[src/rtl/udp_pkg.sv]
// Shared constants, FSM state type and one's-complement helper for the UDP checksum engine.
package udp_pkg;

   localparam logic [7:0]  IP_PROTO_UDP = 8'h11;
   localparam logic [15:0] MAX_UDP_LEN  = 16'hFFFF;

   typedef enum logic [2:0] {
      IDLE   = 3'd0,
      ACCUM  = 3'd1,
      PSEUDO = 3'd2,
      FOLD1  = 3'd3,
      FOLD2  = 3'd4,
      DONE   = 3'd5
   } udp_state_t;

   // 16-bit add with the carry wrapped back into bit 0
   function automatic logic [15:0] csum_add16(input logic [15:0] a, input logic [15:0] b);
      logic [16:0] sum;
      sum = {1'b0, a} + {1'b0, b};
      return sum[15:0] + {15'd0, sum[16]};
   endfunction

endpackage

[src/rtl/udp_csum_beat_sum.sv]
// Combinational partial sum of one beat: kept bytes placed high/low by stream-offset parity.
module udp_csum_beat_sum
   import udp_pkg::*;
#(
   parameter int BYTES_PER_BEAT = 1
) (
   input  logic [8*BYTES_PER_BEAT-1:0] i_data,
   input  logic [BYTES_PER_BEAT-1:0]   i_keep,
   input  logic                        i_parity,
   output logic [18:0]                 o_sum,
   output logic [3:0]                  o_count,
   output logic                        o_parity
);

   logic [18:0] w_sum;
   logic [3:0]  w_cnt;
   logic [7:0]  w_byte;

   // Lane 0 sits in the MSBs; keep is contiguous from the MSB lane, so lane parity alternates
   always_comb begin
      w_sum  = 19'd0;
      w_cnt  = 4'd0;
      w_byte = 8'h00;
      for (int i = 0; i < BYTES_PER_BEAT; i++) begin
         w_byte = i_data[8*(BYTES_PER_BEAT-i)-1 -: 8];
         if (i_keep[BYTES_PER_BEAT-1-i]) begin
            if ((i_parity ^ i[0]) == 1'b0) begin
               w_sum = w_sum + {3'd0, w_byte, 8'h00};
            end else begin
               w_sum = w_sum + {11'd0, w_byte};
            end
            w_cnt = w_cnt + 4'd1;
         end else begin
            w_sum = w_sum;
         end
      end
   end

   assign o_sum    = w_sum;
   assign o_count  = w_cnt;
   assign o_parity = i_parity ^ w_cnt[0];

endmodule

[src/rtl/udp_csum_engine.sv]
// Streaming UDP checksum engine (generate/verify) over a configurable byte-lane stream.
// Define UDP_CSUM_PSEUDO_HDR_EN to add the IPv4 pseudo-header (src_ip/dst_ip ports, PSEUDO state).
module udp_csum_engine
   import udp_pkg::*;
#(
   parameter int BYTES_PER_BEAT = 1
) (
   input  logic                        clk,
   input  logic                        rst_n,
   input  logic                        mode,
   input  logic [8*BYTES_PER_BEAT-1:0] in_data,
   input  logic [BYTES_PER_BEAT-1:0]   in_keep,
   input  logic                        in_valid,
   input  logic                        in_first,
   input  logic                        in_last,
   output logic                        in_ready,
`ifdef UDP_CSUM_PSEUDO_HDR_EN
   input  logic [31:0]                 src_ip,
   input  logic [31:0]                 dst_ip,
`endif
   output logic                        result_valid,
   output logic [15:0]                 result_csum,
   output logic                        result_ok,
   output logic [15:0]                 result_len
);

`ifdef UDP_CSUM_PSEUDO_HDR_EN
   localparam udp_state_t AFTER_LAST = PSEUDO;
   logic [31:0] r_src;
   logic [31:0] r_dst;
   logic [31:0] w_pseudo;
`else
   localparam udp_state_t AFTER_LAST = FOLD1;
`endif

   udp_state_t  r_state;
   udp_state_t  w_next_state;
   logic [31:0] r_acc;
   logic [15:0] r_count;
   logic        r_parity;
   logic        r_ovf;
   logic        r_mode;
   logic        r_in_ready;
   logic        r_res_valid;
   logic [15:0] r_res_csum;
   logic        r_res_ok;
   logic [15:0] r_res_len;

   logic        w_accept;
   logic        w_start;
   logic        w_cont;
   logic        w_par_in;
   logic        w_par_out;
   logic [18:0] w_beat_sum;
   logic [3:0]  w_beat_cnt;
   logic [16:0] w_cnt_sum;
   logic [16:0] w_fold1;
   logic [15:0] w_sum16;
   logic [15:0] w_inv;

   assign w_accept = in_valid & r_in_ready;
   assign w_start  = w_accept & in_first;
   assign w_cont   = w_accept & ~in_first & (r_state == ACCUM);
   assign w_par_in = in_first ? 1'b0 : r_parity;

   udp_csum_beat_sum #(.BYTES_PER_BEAT(BYTES_PER_BEAT)) u_beat_sum (
      .i_data   (in_data),
      .i_keep   (in_keep),
      .i_parity (w_par_in),
      .o_sum    (w_beat_sum),
      .o_count  (w_beat_cnt),
      .o_parity (w_par_out)
   );

   assign w_cnt_sum = {1'b0, r_count} + {13'd0, w_beat_cnt};
   assign w_fold1   = {1'b0, r_acc[15:0]} + {1'b0, r_acc[31:16]};
   assign w_sum16   = csum_add16(r_acc[15:0], r_acc[31:16]);
   assign w_inv     = ~w_sum16;
`ifdef UDP_CSUM_PSEUDO_HDR_EN
   assign w_pseudo  = {16'd0, r_src[31:16]} + {16'd0, r_src[15:0]} + {16'd0, r_dst[31:16]}
                    + {16'd0, r_dst[15:0]} + {24'd0, IP_PROTO_UDP} + {16'd0, r_count};
`endif

   // Next-state logic; a first beat always (re)starts a frame, aborting any open one
   always_comb begin
      w_next_state = r_state;
      case (r_state)
         IDLE, ACCUM: begin
            if (w_start || w_cont) begin
               if (in_last) begin
                  w_next_state = AFTER_LAST;
               end else begin
                  w_next_state = ACCUM;
               end
            end else begin
               w_next_state = r_state;
            end
         end
`ifdef UDP_CSUM_PSEUDO_HDR_EN
         PSEUDO:  w_next_state = FOLD1;
`endif
         FOLD1:   w_next_state = FOLD2;
         FOLD2:   w_next_state = DONE;
         DONE:    w_next_state = IDLE;
         default: w_next_state = IDLE;
      endcase
   end

   // State, accumulator and result registers
   always_ff @(posedge clk or negedge rst_n) begin
      if (!rst_n) begin
         r_state     <= IDLE;
         r_in_ready  <= 1'b0;
         r_acc       <= 32'd0;
         r_count     <= 16'd0;
         r_parity    <= 1'b0;
         r_ovf       <= 1'b0;
         r_mode      <= 1'b0;
`ifdef UDP_CSUM_PSEUDO_HDR_EN
         r_src       <= 32'd0;
         r_dst       <= 32'd0;
`endif
         r_res_valid <= 1'b0;
         r_res_csum  <= 16'h0000;
         r_res_ok    <= 1'b0;
         r_res_len   <= 16'h0000;
      end else begin
         r_state     <= w_next_state;
         r_in_ready  <= (w_next_state == IDLE) || (w_next_state == ACCUM);
         r_res_valid <= 1'b0;
         case (r_state)
            IDLE, ACCUM: begin
               if (w_start) begin
                  r_acc    <= {13'd0, w_beat_sum};
                  r_count  <= {12'd0, w_beat_cnt};
                  r_parity <= w_par_out;
                  r_ovf    <= 1'b0;
                  r_mode   <= mode;
`ifdef UDP_CSUM_PSEUDO_HDR_EN
                  r_src    <= src_ip;
                  r_dst    <= dst_ip;
`endif
               end else if (w_cont) begin
                  r_acc    <= r_acc + {13'd0, w_beat_sum};
                  r_count  <= w_cnt_sum[16] ? MAX_UDP_LEN : w_cnt_sum[15:0];
                  r_ovf    <= r_ovf | w_cnt_sum[16];
                  r_parity <= w_par_out;
               end else begin
                  r_acc    <= r_acc;
               end
            end
`ifdef UDP_CSUM_PSEUDO_HDR_EN
            PSEUDO: r_acc <= r_acc + w_pseudo;
`endif
            FOLD1:  r_acc <= {15'd0, w_fold1};
            FOLD2: begin
               r_res_valid <= 1'b1;
               r_res_len   <= r_count;
               if (r_mode) begin
                  r_res_csum <= w_inv;
                  r_res_ok   <= (w_sum16 == 16'hFFFF) && !r_ovf;
               end else begin
                  // 0x0000 means "no checksum" on the wire, so send its one's-complement twin
                  r_res_csum <= (w_inv == 16'h0000) ? 16'hFFFF : w_inv;
                  r_res_ok   <= !r_ovf;
               end
            end
            default: r_acc <= r_acc;
         endcase
      end
   end

   assign in_ready     = r_in_ready;
   assign result_valid = r_res_valid;
   assign result_csum  = r_res_csum;
   assign result_ok    = r_res_ok;
   assign result_len   = r_res_len;

endmodule

[config.mk]
export PLATFORM = sky130hd
export DESIGN_NAME = udp_csum_engine
export DESIGN_NICKNAME = d
export VERILOG_FILES = /design/src/rtl/udp_pkg.sv /design/src/rtl/udp_csum_beat_sum.sv /design/src/rtl/udp_csum_engine.sv
export SDC_FILE = /design/constraint.sdc
export NUM_CORES = 1
export LEC_CHECK = 0
export CAP_MARGIN = 20
export CORE_MARGIN = 1.5
export CORE_UTILIZATION = 55
export CTS_BUF_LIST = sky130_fd_sc_hd__clkbuf_2
export DETAILED_ROUTE_END_ITERATION = 8
export PLACE_DENSITY = 0.78
export SETUP_SLACK_MARGIN = 0.4
export SLEW_MARGIN = 20
export SYNTH_ARGS = -nofsm -noshare
export SYNTH_HDL_FRONTEND = slang
export SYNTH_HIERARCHICAL = 1
export SYNTH_SLANG_ARGS = --single-unit
[constraint.sdc]
create_clock -name clk -period 5.49 [get_ports clk]
set_input_delay 1.3725 -clock clk [delete_from_list [all_inputs] [get_ports clk]]
set_output_delay 1.3725 -clock clk [all_outputs]
set_load 0.02 [all_outputs]
# After elaboration in Yosys (flattened, before gate mapping)
# Index checks and enable logic that the tools add are counted.
op_classes:
  addsub: 4
  n_reduce_logical: 13
  eq_ne: 6
  n_bitwise: 8
  muxes: 21
ops:
  columns: ["operator", "n"]
  rows:
  - ["$mux 16", 7]
  - ["$mux 32", 2]
  - ["$pmux 32 s2", 1]
  - ["$add 32x19->32", 1]
  - ["$add 16x16->17", 1]
  - ["$add 16x4->17", 1]
  - ["$add 16x1->16", 1]
  - ["$eq 16x16->1 const B", 1]
  - ["$logic_not 16->1", 1]
  - ["$not 16->16", 1]
  - ["$pmux 3 s3", 1]
  - ["$mux 1", 8]
  - ["$eq 3x1->1 const B", 2]
  - ["$logic_not 3->1", 2]
  - ["$reduce_and 2->1", 3]
  - ["$and 1x1->1", 4]
  - ["$reduce_bool 2->1", 2]
  - ["$eq 3x2->1 const B", 1]
  - ["$eq 3x3->1 const B", 1]
  - ["$mux 3", 1]
  - ["$ne 3x3->1 const B", 1]
  - ["$logic_or 1x1->1", 2]
  - ["$mux 2", 1]
  - ["$reduce_or 2->1", 1]
  - ["other kinds (5)", 5]
word_totals:
  input_bits: 15
  ff_bits: 89
  wordCells: 63

# Longest topological paths before layout
depth:
  word_depth: 8
  mapped_depth: 20

# By module
# The synthesis kept the hierarchy.
by_module_without_submodules:
  columns: ["module", "cells_per_inst", "area_each_um2", "n_inst"]
  rows:
  - ["udp_csum_engine", 758, 6473.7, 1]
  - ["udp_csum_beat_sum", 27, 215.2, 1]

# Least setup slack after synthesis
# OpenSTA, ideal clock, no wires.
synth_path:
  path_type: "register to register"
  start: "register r_acc[0]"
  end: "register r_res_csum[5], in the netlist result_csum[5]"
  path_slack_ns: 0.957
  stages_incl_launch_ff: 21
  synth_period_minus_slack_ns: 4.533
  arrival_time_ns: 4.455
  n_path_buf: 2
  path_cell_list: "dfrtp_1 > ha_1 > inv_1 > fa_1 > nor2b_4 > o311a_1 > o311a_1 > nor3_1 > a21oi_1 > a21o_1 > a21o_1 > ha_1 > nand3_1 > or3_1 > buf_2 > or3_4 > or3_1 > or3_4 > mux2_4 > buf_12 > o21ai_2"
synth_between:
  elab_chain_cells: 6
synth_lines:
  columns: ["item", "line", "text"]
  rows:
  - ["from (decl)", "udp_csum_engine.sv:38", "logic [31:0] r_acc;"]
  - ["from (signal assigned)", "udp_csum_engine.sv:134", "r_acc <= {13'd0, w_beat_sum};"]
  - ["from (signal assigned)", "udp_csum_engine.sv:144", "r_acc <= r_acc + {13'd0, w_beat_sum};"]
  - ["from (signal assigned)", "udp_csum_engine.sv:149", "r_acc <= r_acc;"]
  - ["$add 16x16->17 *", "udp_pkg.sv:19", "sum = {1'b0, a} + {1'b0, b};"]
  - ["$add 16x1->16 *", "udp_pkg.sv:20", "return sum[15:0] + {15'd0, sum[16]};"]
  - ["$not 16->16 *", "udp_csum_engine.sv:78", "assign w_inv = ~w_sum16;"]
  - ["$logic_not 16->1", "udp_csum_engine.sv:164", "r_res_csum <= (w_inv == 16'h0000) ? 16'hFFFF : w_inv;"]
  - ["$mux 16", "udp_csum_engine.sv:164", null]
  - ["$mux 16 *", "udp_csum_engine.sv:159", "if (r_mode) begin"]
  - ["to (signal assigned)", "udp_csum_engine.sv:160", "r_res_csum <= w_inv;"]
  - ["to (signal assigned)", "udp_csum_engine.sv:164", null]
  - ["to (decl)", "udp_csum_engine.sv:45", "logic [15:0] r_res_csum;"]
# Every way passes the cells marked *; elsewhere a longest branch is shown, timed or not.
# A chain may end at the register's enable or synchronous reset.

# Worst setup path after layout
layout_path:
  start: "register r_acc[19]"
  end: "register r_res_csum[1], in the netlist result_csum[1]"
# Same word-level chain as after synthesis.

==> impl_results.md <==
* Metal2 WL at 8730 um
* Post-Synthesis Cells at 785
* Worst hold path cell count at 2
* Total Power at 3.04 mW
* DR WL/cell at 19.1 um
* Total gr overflow at 0
* Sw frac at 0.480
* Launching point of the worst reg2reg path: r_acc[19]
* Dpl hpwl at 13700 um
* Global-route wire length before repair at 30100 um
* Hold Vio Cnt, Final at 0
* Worst Hold End: result_len[7]
* Clock share of power at 0.098
* Worst R2R Path Depth at 19
* Post-synth EDFFs at 0
* Top Layer Used: met4
* CP Capture Type: flip-flop
* Area of the multi-input gates at 4210 um^2
* CTS tree: built
* Xor/xnor share of the synthesized area at 0.0563
* Register-to-register setup slack at 0.62 ns
* DIE AREA at around 13000 um^2
* Worst skew pair latency at around 0.60 ns
* Most common cell after layout, fill and taps aside: nand2_1
* Most frequent cells in the layout: 102 x nand2_1, 89 x dfrtp_1, 74 x o21ai_0
* 1st-iter DRT viols at 493
* Vias in the first global route at 6100
* Fin Clk Skew at around 0.022 ns
* Crit path launch type: flip-flop
* # rows at 40
* MaxCap Viol Count at 0
* Outcome: complete, no violations
* Worst-path clk slew at about 0.25 ns
* Hold_sp: result_len[7]
* Period utilization at 0.888
* CTS Buffer Depth at 2
* Crit Path Max Fanout at 16
* RSZ-0062 raised after global routing: no
* Internal power at 1.58 mW
* Max_slew headroom at 0.328
* DR vias/cell at between 6 and 7
* Die H at 113 um
* Number of synthesized register bits at slightly below 90
* Routed Antenna Nets at 0
* Net switching power at roughly 1.5 mW
* CTS buffer count at 9
* Final WL at between 15000 and 20000 um
* Setup_tns at 0 ns
* Yosys cell types at 80
* Power per cell area at 409 nW/um^2
* CP Class: reg -> reg
* Final Util at 0.622
* H-tree depth reported by CTS at 3
* Nets@finish at 886
* Arr. time, crit path at 5.39 ns
* Post-synthesis sequential area ratio at 0.333
* Ys flop type: dfrtp_1
* Starting density of the core at 0.559
* Adder-cell share of the synthesized area at 0.0857
* Fillers at ~1000
* Met1 WL at 8040 um
* Reg2reg end: result_csum[1]
* GRT Util Overall at 0.296
* Seq pwr share at 0.326
* Remaining DRCs at 0
* # port buffers at 49
* Yosys warns at 6
* Register Area at 2230 um^2
* Min cycle time layout at 4.87 ns
* Post-Syn Area per Cell at between 8 and 9 um^2
* CTS Sinks at between 80 and 90
* Largest net degree at the start of global routing at between 50 and 60
* Vias post-DR at ~6300
* Leak Pwr at 3.38 nW
* Slew Limit Fails at 0
* Worst slew pin tran at 1.01 ns
* HP Class: reg -> reg
* Chip width at 113 um
* Worst-case vdd ir drop at roughly 0.36 mV
* Initial antenna violation count at 0
* Asr flop ratio synth at 1.00
* Critical Path RT at 6.01 ns
* Core Region at around 12000 um^2
* Main combinational cell family by area after synthesis: compound AO/OA/AOI/OAI gates
* IO Pins at 50
* CTS Root Cell: clkbuf_2
* Logic pwr share at 0.575
* Diodes inserted at 0
* Synth Area in Simple Gates at 0.207
* # hold bufs at CTS at 0
* DR WL met3 at 1480 um
* FMAX at roughly 0.21 GHz
* Layout cells sized above 1 at 0.0913
* Mux contribution to synthesized area at 0.0189
* Worst hold slack at just over 0.5 ns
* Synth Area in Compound Gates at 0.251
* Gp weighted congestion at 0.997
* First-pass detailed-route iteration total at 7
* Synthesized area at between 6000 and 7000 um^2
* Area added between synthesis and finish at 11.3%
* Final setup violation count at 0
[power by group through the flow]
stage | Combinational, mW | Clock, mW | Sequential, mW
3_3_place_gp | 1.63 | 0 | 0.999
6_report | 1.75 | 0.300 | 0.993
5_1_grt | 1.91 | 0.330 | 1.01
2_1_floorplan | 1.09 | 0 | 1.04
3_5_place_dp | 1.68 | 0 | 1.00
4_1_cts | 1.70 | 0.308 | 0.990
[Yosys cell counts (all sizes together), types with 10 or more instances]
cell | number | area [um^2]
a21o | 18 | 135
a21oi | 52 | 260
a31oi | 11 | 68.8
and2 | 10 | 65.1
and3 | 14 | 90.1
and3b | 10 | 92.6
buf | 17 | 126
clkbuf | 26 | 98.8
dfrtp | 89 | 2230
ha | 41 | 513
inv | 25 | 93.8
mux2i | 10 | 100
nand2 | 102 | 383
nand3 | 20 | 100
nor2 | 43 | 161
nor3 | 21 | 105
o21ai | 85 | 463
o31ai | 13 | 108
xnor2 | 26 | 228
xor2 | 17 | 149
[layer usage]
layer / GRT usage / vias up
met2: 0.478 / 251
met4: 0.107 / 0
li1: - / 2964
met3: 0.0787 / 35
met1: 0.384 / 3027
met5: 0 / -
[logic make-up (layout without fill, tap and decap cells)]
group | count (synthesis) | after routing
adders and majority gates | 44 | 44
AOI/OAI and AO/OA | 254 | 254
xor gates and xnor gates | 43 | 43
and+or+nand+nor | 273 | 273
muxes | 12 | 12
other | 1 | 6
DFF | 89 | 89
buffers and inverters | 69 | 111
[critical path, cell delays in order, from the launching register on]
cell	delay [ns]
dfrtp_1	0.63
ha_1	0.36
or2_1	0.27
o311a_4	0.17
o311a_1	0.35
nor3_2	0.29
a21oi_2	0.11
a21o_1	0.20
a21o_1	0.21
ha_1	0.22
ha_1	0.21
xor2_1	0.24
nand3_1	0.11
nor4_1	0.31
o31ai_1	0.17
nor4_2	0.23
buf_4	0.17
nand4b_1	0.11
buf_4	0.23
o21ai_0	0.20
[sequential cells by signal, summed over array words and instances (netlist names)]
signal / flops
r_state: 3
in_ready: 1
result_len: 16
result_ok: 1
result_valid: 1
r_parity: 1
r_acc: 32
result_csum: 16
r_ovf: 1
r_mode: 1
r_count: 16
[layout make-up]
cell class | instances | area share
Timing Repair Buffer | 69 | 0.0862
Multi-Input combinational cell | 632 | 0.565
Clock buffer | 11 | 0.00740
Sequential cell | 89 | 0.299
Tap cell | 147 | 0.0247
Clock inverter | 5 | 0.00403
Inverter | 26 | 0.0131
[through the flow]
step / cell area [um^2] / worst slack [ns] / cells
4_1_cts: 7370 / 0.442 / 972
3_3_place_gp: 7260 / 0.424 / 956
6_report: 7440 / 0.617 / 979
2_1_floorplan: 6710 / 0.957 / 790
3_5_place_dp: 7260 / 0.302 / 956
5_1_grt: 7440 / 0.429 / 979
[timing repair]
item | in CTS | in global routing
endpoints found under the setup margin | 7 | 17
pin swaps | 0 | 2
cloned | 0 | 0
gates resized for setup | 3 | 5
setup buffers | 0 | 6
[worst max-delay path by stage]
| stage | startpoint | end | slack, ns | depth (start not counted) |
|---|---|---|---|---|
| 2_1_floorplan | r_acc[0] | result_csum[5] | 0.96 | 20 |
| 3_3_place_gp | in_first | r_acc[30] | 0.42 | 15 |
| 3_5_place_dp | in_first | r_acc[30] | 0.30 | 15 |
| 4_1_cts | r_acc[0] | result_ok | 0.44 | 18 |
| 5_1_grt | r_acc[0] | result_csum[5] | 0.43 | 19 |
| 6_report | r_acc[19] | result_csum[1] | 0.62 | 19 |
Note: power is estimated with default switching activity, not from simulation.
